--- src/rtl/multicycle_control.sv ---
// ============================================================================
// Module   : multicycle_control
// Function : Moore control FSM for a multicycle MIPS-style datapath.
//            Define MC_IMM_OPS_EN to add addi/andi/ori/slti support.
// Revision : 1.0 - initial release
// ============================================================================
`default_nettype none

module multicycle_control #(
  parameter int STATE_W = 4
) (
  input  logic               clk,
  input  logic               reset,
  input  logic [5:0]         opcode,
  input  logic               zero,
  output logic               PCWrite,
  output logic               PCWriteCond,
  output logic               IorD,
  output logic               MemRead,
  output logic               MemWrite,
  output logic               MemtoReg,
  output logic               IRWrite,
  output logic               ALUSrcA,
  output logic               RegWrite,
  output logic               RegDst,
  output logic [1:0]         PCSource,
  output logic [1:0]         ALUSrcB,
  output logic [2:0]         ALUOp,
  output logic               pc_en,
  output logic [STATE_W-1:0] state,
  output logic               illegal
);

`ifdef MC_IMM_OPS_EN
  localparam bit IMM_OPS_EN = 1'b1;
`else
  localparam bit IMM_OPS_EN = 1'b0;
`endif

  localparam logic [STATE_W-1:0] S_FETCH  = STATE_W'(0);
  localparam logic [STATE_W-1:0] S_DECODE = STATE_W'(1);
  localparam logic [STATE_W-1:0] S_MEMADR = STATE_W'(2);
  localparam logic [STATE_W-1:0] S_MEMRD  = STATE_W'(3);
  localparam logic [STATE_W-1:0] S_MEMWB  = STATE_W'(4);
  localparam logic [STATE_W-1:0] S_MEMWR  = STATE_W'(5);
  localparam logic [STATE_W-1:0] S_RTEX   = STATE_W'(6);
  localparam logic [STATE_W-1:0] S_ALUWB  = STATE_W'(7);
  localparam logic [STATE_W-1:0] S_BEQEX  = STATE_W'(8);
  localparam logic [STATE_W-1:0] S_JEX    = STATE_W'(9);
  localparam logic [STATE_W-1:0] S_IMMEX  = STATE_W'(10);
  localparam logic [STATE_W-1:0] S_IMMWB  = STATE_W'(11);

  localparam logic [5:0] OP_RTYPE = 6'b000000;
  localparam logic [5:0] OP_J     = 6'b000010;
  localparam logic [5:0] OP_BEQ   = 6'b000100;
  localparam logic [5:0] OP_ADDI  = 6'b001000;
  localparam logic [5:0] OP_SLTI  = 6'b001010;
  localparam logic [5:0] OP_ANDI  = 6'b001100;
  localparam logic [5:0] OP_ORI   = 6'b001101;
  localparam logic [5:0] OP_LW    = 6'b100011;
  localparam logic [5:0] OP_SW    = 6'b101011;

  localparam logic [2:0] ALU_FUNCT = 3'b000;
  localparam logic [2:0] ALU_ADD   = 3'b001;
  localparam logic [2:0] ALU_SUB   = 3'b010;
  localparam logic [2:0] ALU_AND   = 3'b011;
  localparam logic [2:0] ALU_OR    = 3'b100;
  localparam logic [2:0] ALU_SLT   = 3'b101;

  logic [STATE_W-1:0] state_q, state_d;
  logic               illegal_q, illegal_d;
  logic               is_imm_op;

  assign is_imm_op = (opcode == OP_ADDI) || (opcode == OP_ANDI) ||
                     (opcode == OP_ORI)  || (opcode == OP_SLTI);

  always_comb begin
    state_d   = S_FETCH;
    illegal_d = 1'b0;
    case (state_q)
      S_FETCH:  state_d = S_DECODE;
      S_DECODE: begin
        case (opcode)
          OP_LW, OP_SW: state_d = S_MEMADR;
          OP_RTYPE:     state_d = S_RTEX;
          OP_BEQ:       state_d = S_BEQEX;
          OP_J:         state_d = S_JEX;
          default: begin
            if (IMM_OPS_EN && is_imm_op) state_d = S_IMMEX;
            else                         illegal_d = 1'b1;
          end
        endcase
      end
      S_MEMADR: state_d = (opcode == OP_LW) ? S_MEMRD : S_MEMWR;
      S_MEMRD:  state_d = S_MEMWB;
      S_RTEX:   state_d = S_ALUWB;
      // Without the immediate ops, IMMEX is an undefined encoding and falls to FETCH.
      S_IMMEX:  state_d = IMM_OPS_EN ? S_IMMWB : S_FETCH;
      default:  state_d = S_FETCH;
    endcase
  end

  always_ff @(posedge clk) begin
    if (reset) begin
      state_q   <= S_FETCH;
      illegal_q <= 1'b0;
    end else begin
      state_q   <= state_d;
      illegal_q <= illegal_d;
    end
  end

  always_comb begin
    PCWrite     = 1'b0;
    PCWriteCond = 1'b0;
    IorD        = 1'b0;
    MemRead     = 1'b0;
    MemWrite    = 1'b0;
    MemtoReg    = 1'b0;
    IRWrite     = 1'b0;
    ALUSrcA     = 1'b0;
    RegWrite    = 1'b0;
    RegDst      = 1'b0;
    PCSource    = 2'b00;
    ALUSrcB     = 2'b00;
    ALUOp       = 3'b000;
    case (state_q)
      S_FETCH: begin
        MemRead = 1'b1;
        IRWrite = 1'b1;
        PCWrite = 1'b1;
        ALUSrcB = 2'b01;
        ALUOp   = ALU_ADD;
      end
      S_DECODE: begin
        ALUSrcB = 2'b11;
        ALUOp   = ALU_ADD;
      end
      S_MEMADR: begin
        ALUSrcA = 1'b1;
        ALUSrcB = 2'b10;
        ALUOp   = ALU_ADD;
      end
      S_MEMRD: begin
        MemRead = 1'b1;
        IorD    = 1'b1;
      end
      S_MEMWB: begin
        RegWrite = 1'b1;
        MemtoReg = 1'b1;
      end
      S_MEMWR: begin
        MemWrite = 1'b1;
        IorD     = 1'b1;
      end
      S_RTEX: begin
        ALUSrcA = 1'b1;
        ALUOp   = ALU_FUNCT;
      end
      S_ALUWB: begin
        RegWrite = 1'b1;
        RegDst   = 1'b1;
      end
      S_BEQEX: begin
        ALUSrcA     = 1'b1;
        ALUOp       = ALU_SUB;
        PCWriteCond = 1'b1;
        PCSource    = 2'b01;
      end
      S_JEX: begin
        PCWrite  = 1'b1;
        PCSource = 2'b10;
      end
      S_IMMEX: begin
        if (IMM_OPS_EN) begin
          ALUSrcA = 1'b1;
          ALUSrcB = 2'b10;
          case (opcode)
            OP_ANDI: ALUOp = ALU_AND;
            OP_ORI:  ALUOp = ALU_OR;
            OP_SLTI: ALUOp = ALU_SLT;
            default: ALUOp = ALU_ADD;
          endcase
        end
      end
      S_IMMWB: RegWrite = IMM_OPS_EN;
      default: ;
    endcase
  end

  assign pc_en   = PCWrite | (PCWriteCond & zero);
  assign state   = state_q;
  assign illegal = illegal_q;

endmodule

`default_nettype wire

--- config.mk ---
export PLATFORM = sky130hd
export DESIGN_NAME = multicycle_control
export DESIGN_NICKNAME = d
export VERILOG_FILES = /design/src/rtl/multicycle_control.sv
export SDC_FILE = /design/constraint.sdc
export NUM_CORES = 1
export LEC_CHECK = 0
export CORE_AREA = 2 2 39 41
export CTS_CLUSTER_DIAMETER = 30
export DETAILED_ROUTE_END_ITERATION = 12
export DIE_AREA = 0 0 41 43
export GPL_TIMING_DRIVEN = 0
export PLACE_DENSITY = 0.82
export SLEW_MARGIN = 30
export SYNTH_ARGS = -nofsm -noshare
export SYNTH_HDL_FRONTEND = slang
export SYNTH_SLANG_ARGS = --single-unit
--- constraint.sdc ---
create_clock -name clk -period 3.54 [get_ports clk]
set_input_delay 0.708 -clock clk [delete_from_list [all_inputs] [get_ports clk]]
set_output_delay 0.708 -clock clk [all_outputs]
set_load 0.05 [all_outputs]
==> results.md <==
### Drt
- 1201 um — total wirelength of the detailed-routed design
- 4.916 — vias per cell
- 4 — DRT Pass-1 Iters
- 8 — iteration-0 DRC count of the detailed router
- 0 — residual antenna-violating net count after detailed routing
- 0 — Residual DRC
- 10.09 um — wire length per cell after detailed routing
- 585 — via count

### Synth
- 478.0 um^2 — Post-Syn Area
- sky130_fd_sc_hd__dfxtp_1, sky130_fd_sc_hd__nor2_1, sky130_fd_sc_hd__a21oi_1 — leading post-synthesis cells by cell area
- 0% — async set-or-reset flop fraction in the synthesized netlist
- 5 — register bit count reported by yosys
- sky130_fd_sc_hd__dfxtp_1 — Synth Flop Type
- 69 — Post-Syn Instances
- 0 — Yosys warnings
- 20.94% — Yosys top cell area share
- 20.94% — sequential fraction of the synthesis area
- 78 — Synth Net Count
- 28 — unique cell type count in the Yosys netlist
- sky130_fd_sc_hd__dfxtp_1 — largest area contributor in the synthesized netlist
- 0 — number of enable flip-flop cells after synthesis
- 6.927 um^2 — syn_area_per_cell

### Global routing
- 0 — initial antenna violation count
- 11 — maximum number of pins on one net before global-route repair
- 14.47% — GRT Resource Usage Total
- 0 — global route total overflow
- 1794 um — wire length of the first global-routing pass
- 471 — vias in the first global route

### Power and ir drop
- 0.00007399 W — switching pwr
- 36.09% — switching part of the total
- 0.2237 mV — worst-case vdd ir drop
- 31.7% — Clk pwr share
- 248.7 nW/um^2 — power density over the cells
- 29.1% — sequential group share of total power
- 0.3096 nW — leakage
- 0.0001310 W — internal power
- 39.2% — Gate power share

### Placed design
- 30 — # port buffers
- 955.8 um — Detailed Place HPWL
- 0.7514 — placer congestion estimate
- 664.2 ps — setup slack after placement

### Timing
- 671.2 ps — post-route setup slack
- 0 — number of pins exceeding their max-slew limit in the final report
- 66.31% — Rel. slew slack
- 0 — Final setup viols
- 2869 ps — post-layout min period
- false — unrepaired setup endpoints after global routing
- 5.444 ps — Fin Clk Skew
- 348.6 MHz — maximum clock frequency
- 81.04% — part of the cycle the worst path needs
- 0 — hold violation total from the final report
- 503.8 ps — transition at the pin with the smallest max-transition slack
- 0 ps — setup TNS

### Cells and area
- sky130_fd_sc_hd__clkdlybuf4s50_1, sky130_fd_sc_hd__nor2_1, sky130_fd_sc_hd__a21oi_1 — top library cells by usage in the layout, fill and taps aside
- 10.68% — share of layout cells above drive strength 1
- 113 — fin nets
- 0 — Diodes inserted
- 72.51% — Area Growth Syn to Fin
- sky130_fd_sc_hd__clkdlybuf4s50_1 — most frequent standard cell in the layout excluding fill and tap cells

### Die
- 1384 um^2 — CORE AREA
- 32 — IO Pins
- 1763 um^2 — area of the die
- 41 um — width of the chip
- 34.54% — Initial Util
- 14 — Cell Rows
- 43 um — die outline height

### Critical path
- sky130_fd_sc_hd__clkdlybuf4s50_1 — cell with the largest stage delay on the worst path
- 2830 ps — required time of the critical path
- primary input — startpoint type of the worst setup path
- output pin — crit end category
- 820 ps — Critical Path Max Stage Delay
- 2160 ps — worst path arrival time
- in2out — critical path class
- clkdlybuf4s50_1, inv_1, a31oi_1, clkdlybuf4s50_1 — cells along the critical path
- sky130_fd_sc_hd__clkdlybuf4s50_1 — most frequent cell on the critical path
- 1 — peak fanout along the critical path

### Clock tree
- 240 ps — worst skew pair latency
- 0 — Post-CTS Hold Fix Bufs
- 0 — number of setup buffers added after CTS
- done — TritonCTS clock tree
- 0 — Gates resized, CTS repair
- 3 — TritonCTS Buffers
- 2 — Clock Path Buffers
- 50 ps — clock-pin slew of the registers on the worst-case setup and hold paths
- 5 — clock sinks
- 1 — CTS H-tree depth
- sky130_fd_sc_hd__clkbuf_4 — buffer cell driving the clock tree root

### Run status
- completed — status

### Flow run
- 0 — number of maximum-capacitance violations

### Min path
- reg2reg — type of the tightest min-delay check

## cell type report
class                           instances  area (um^2)
Fill cell                             126        559.3
Tap cell                               16        20.02
Timing Repair Buffer                   30        300.3
Clock buffer                            4        26.28
Multi-Input combinational cell         55        320.3
Sequential cell                         5        100.1
Buffer                                  7        50.05
Inverter                                2        7.507
## stage by stage
stage	area (um^2)	power, W	utilization [%]	instances	hold WS, ps
final	824.5	0.0002050	59.58	119	713.8
after CTS	824.5	0.0002085	59.58	119	716.6
after floorplan	478.0	0.0001117	-	69	778.8
after detailed placement	798.3	0.0001409	57.69	115	705.4
after global placement	798.3	0.0001401	57.69	115	682.6
after global routing	824.5	0.0002186	59.58	119	740.9
## cells in the mapped netlist, types with 2 or more instances
library cell               instances
sky130_fd_sc_hd__dfxtp_1           5
sky130_fd_sc_hd__nor2_1           12
sky130_fd_sc_hd__buf_1             2
sky130_fd_sc_hd__nand2_1           4
sky130_fd_sc_hd__o21ai_0           2
sky130_fd_sc_hd__nand3_1           2
sky130_fd_sc_hd__nor3_1            6
sky130_fd_sc_hd__xnor2_1           3
sky130_fd_sc_hd__nand2b_1          5
sky130_fd_sc_hd__buf_6             2
sky130_fd_sc_hd__a21oi_1           7
sky130_fd_sc_hd__inv_1             2
sky130_fd_sc_hd__buf_4             2
## cell families (layout without fill, tap and decap cells)
family,Yosys count,count (layout),synth area share [%]
flops,5,5,20.94
other cells,1,1,0.7846
buf+inv,9,43,12.04
compound gates,13,13,16.49
simple gates,38,38,44.24
xor+xnor,3,3,5.498
## worst max-delay path: cells and delay by family
family | cells | cell delay (ps)
buffers and inverters | 3 | 1310
AO/OA/AOI/OAI | 1 | 140
## power groups by stage
stage | Combinational [W] | Sequential (W) | Clock [W]
after floorplan | 0.0000448 | 0.0000669 | 0
after global placement | 0.0000794 | 0.0000607 | 0
after detailed placement | 0.0000802 | 0.0000607 | 0
after CTS | 0.0000805 | 0.0000597 | 0.0000683
after global routing | 0.0000849 | 0.0000600 | 0.0000737
final | 0.0000803 | 0.0000597 | 0.0000651
## registers in the layout (all words and copies together), names as in the netlist
| signal | cells |
|---|---|
| state | 4 |
| illegal | 1 |
## final timing paths
check                           endpoint  slack [ps]  startpoint  cells after the start
worst min register to register  state[2]         710    state[1]                      3
worst max register to register  state[3]        2050    state[3]                      5
worst max-delay path               pc_en         670        zero                      4
worst min-delay path            state[2]         710    state[1]                      3
## layer usage
layer,vias to the layer above,GRT usage [%],share of wire (%)
li1,305,-,-
met1,260,17.74,44
met2,20,23.13,51
met3,0,3.141,5.4
met4,0,6.000,0
met5,-,0,0
Note: power is estimated with default switching activity, not from simulation.
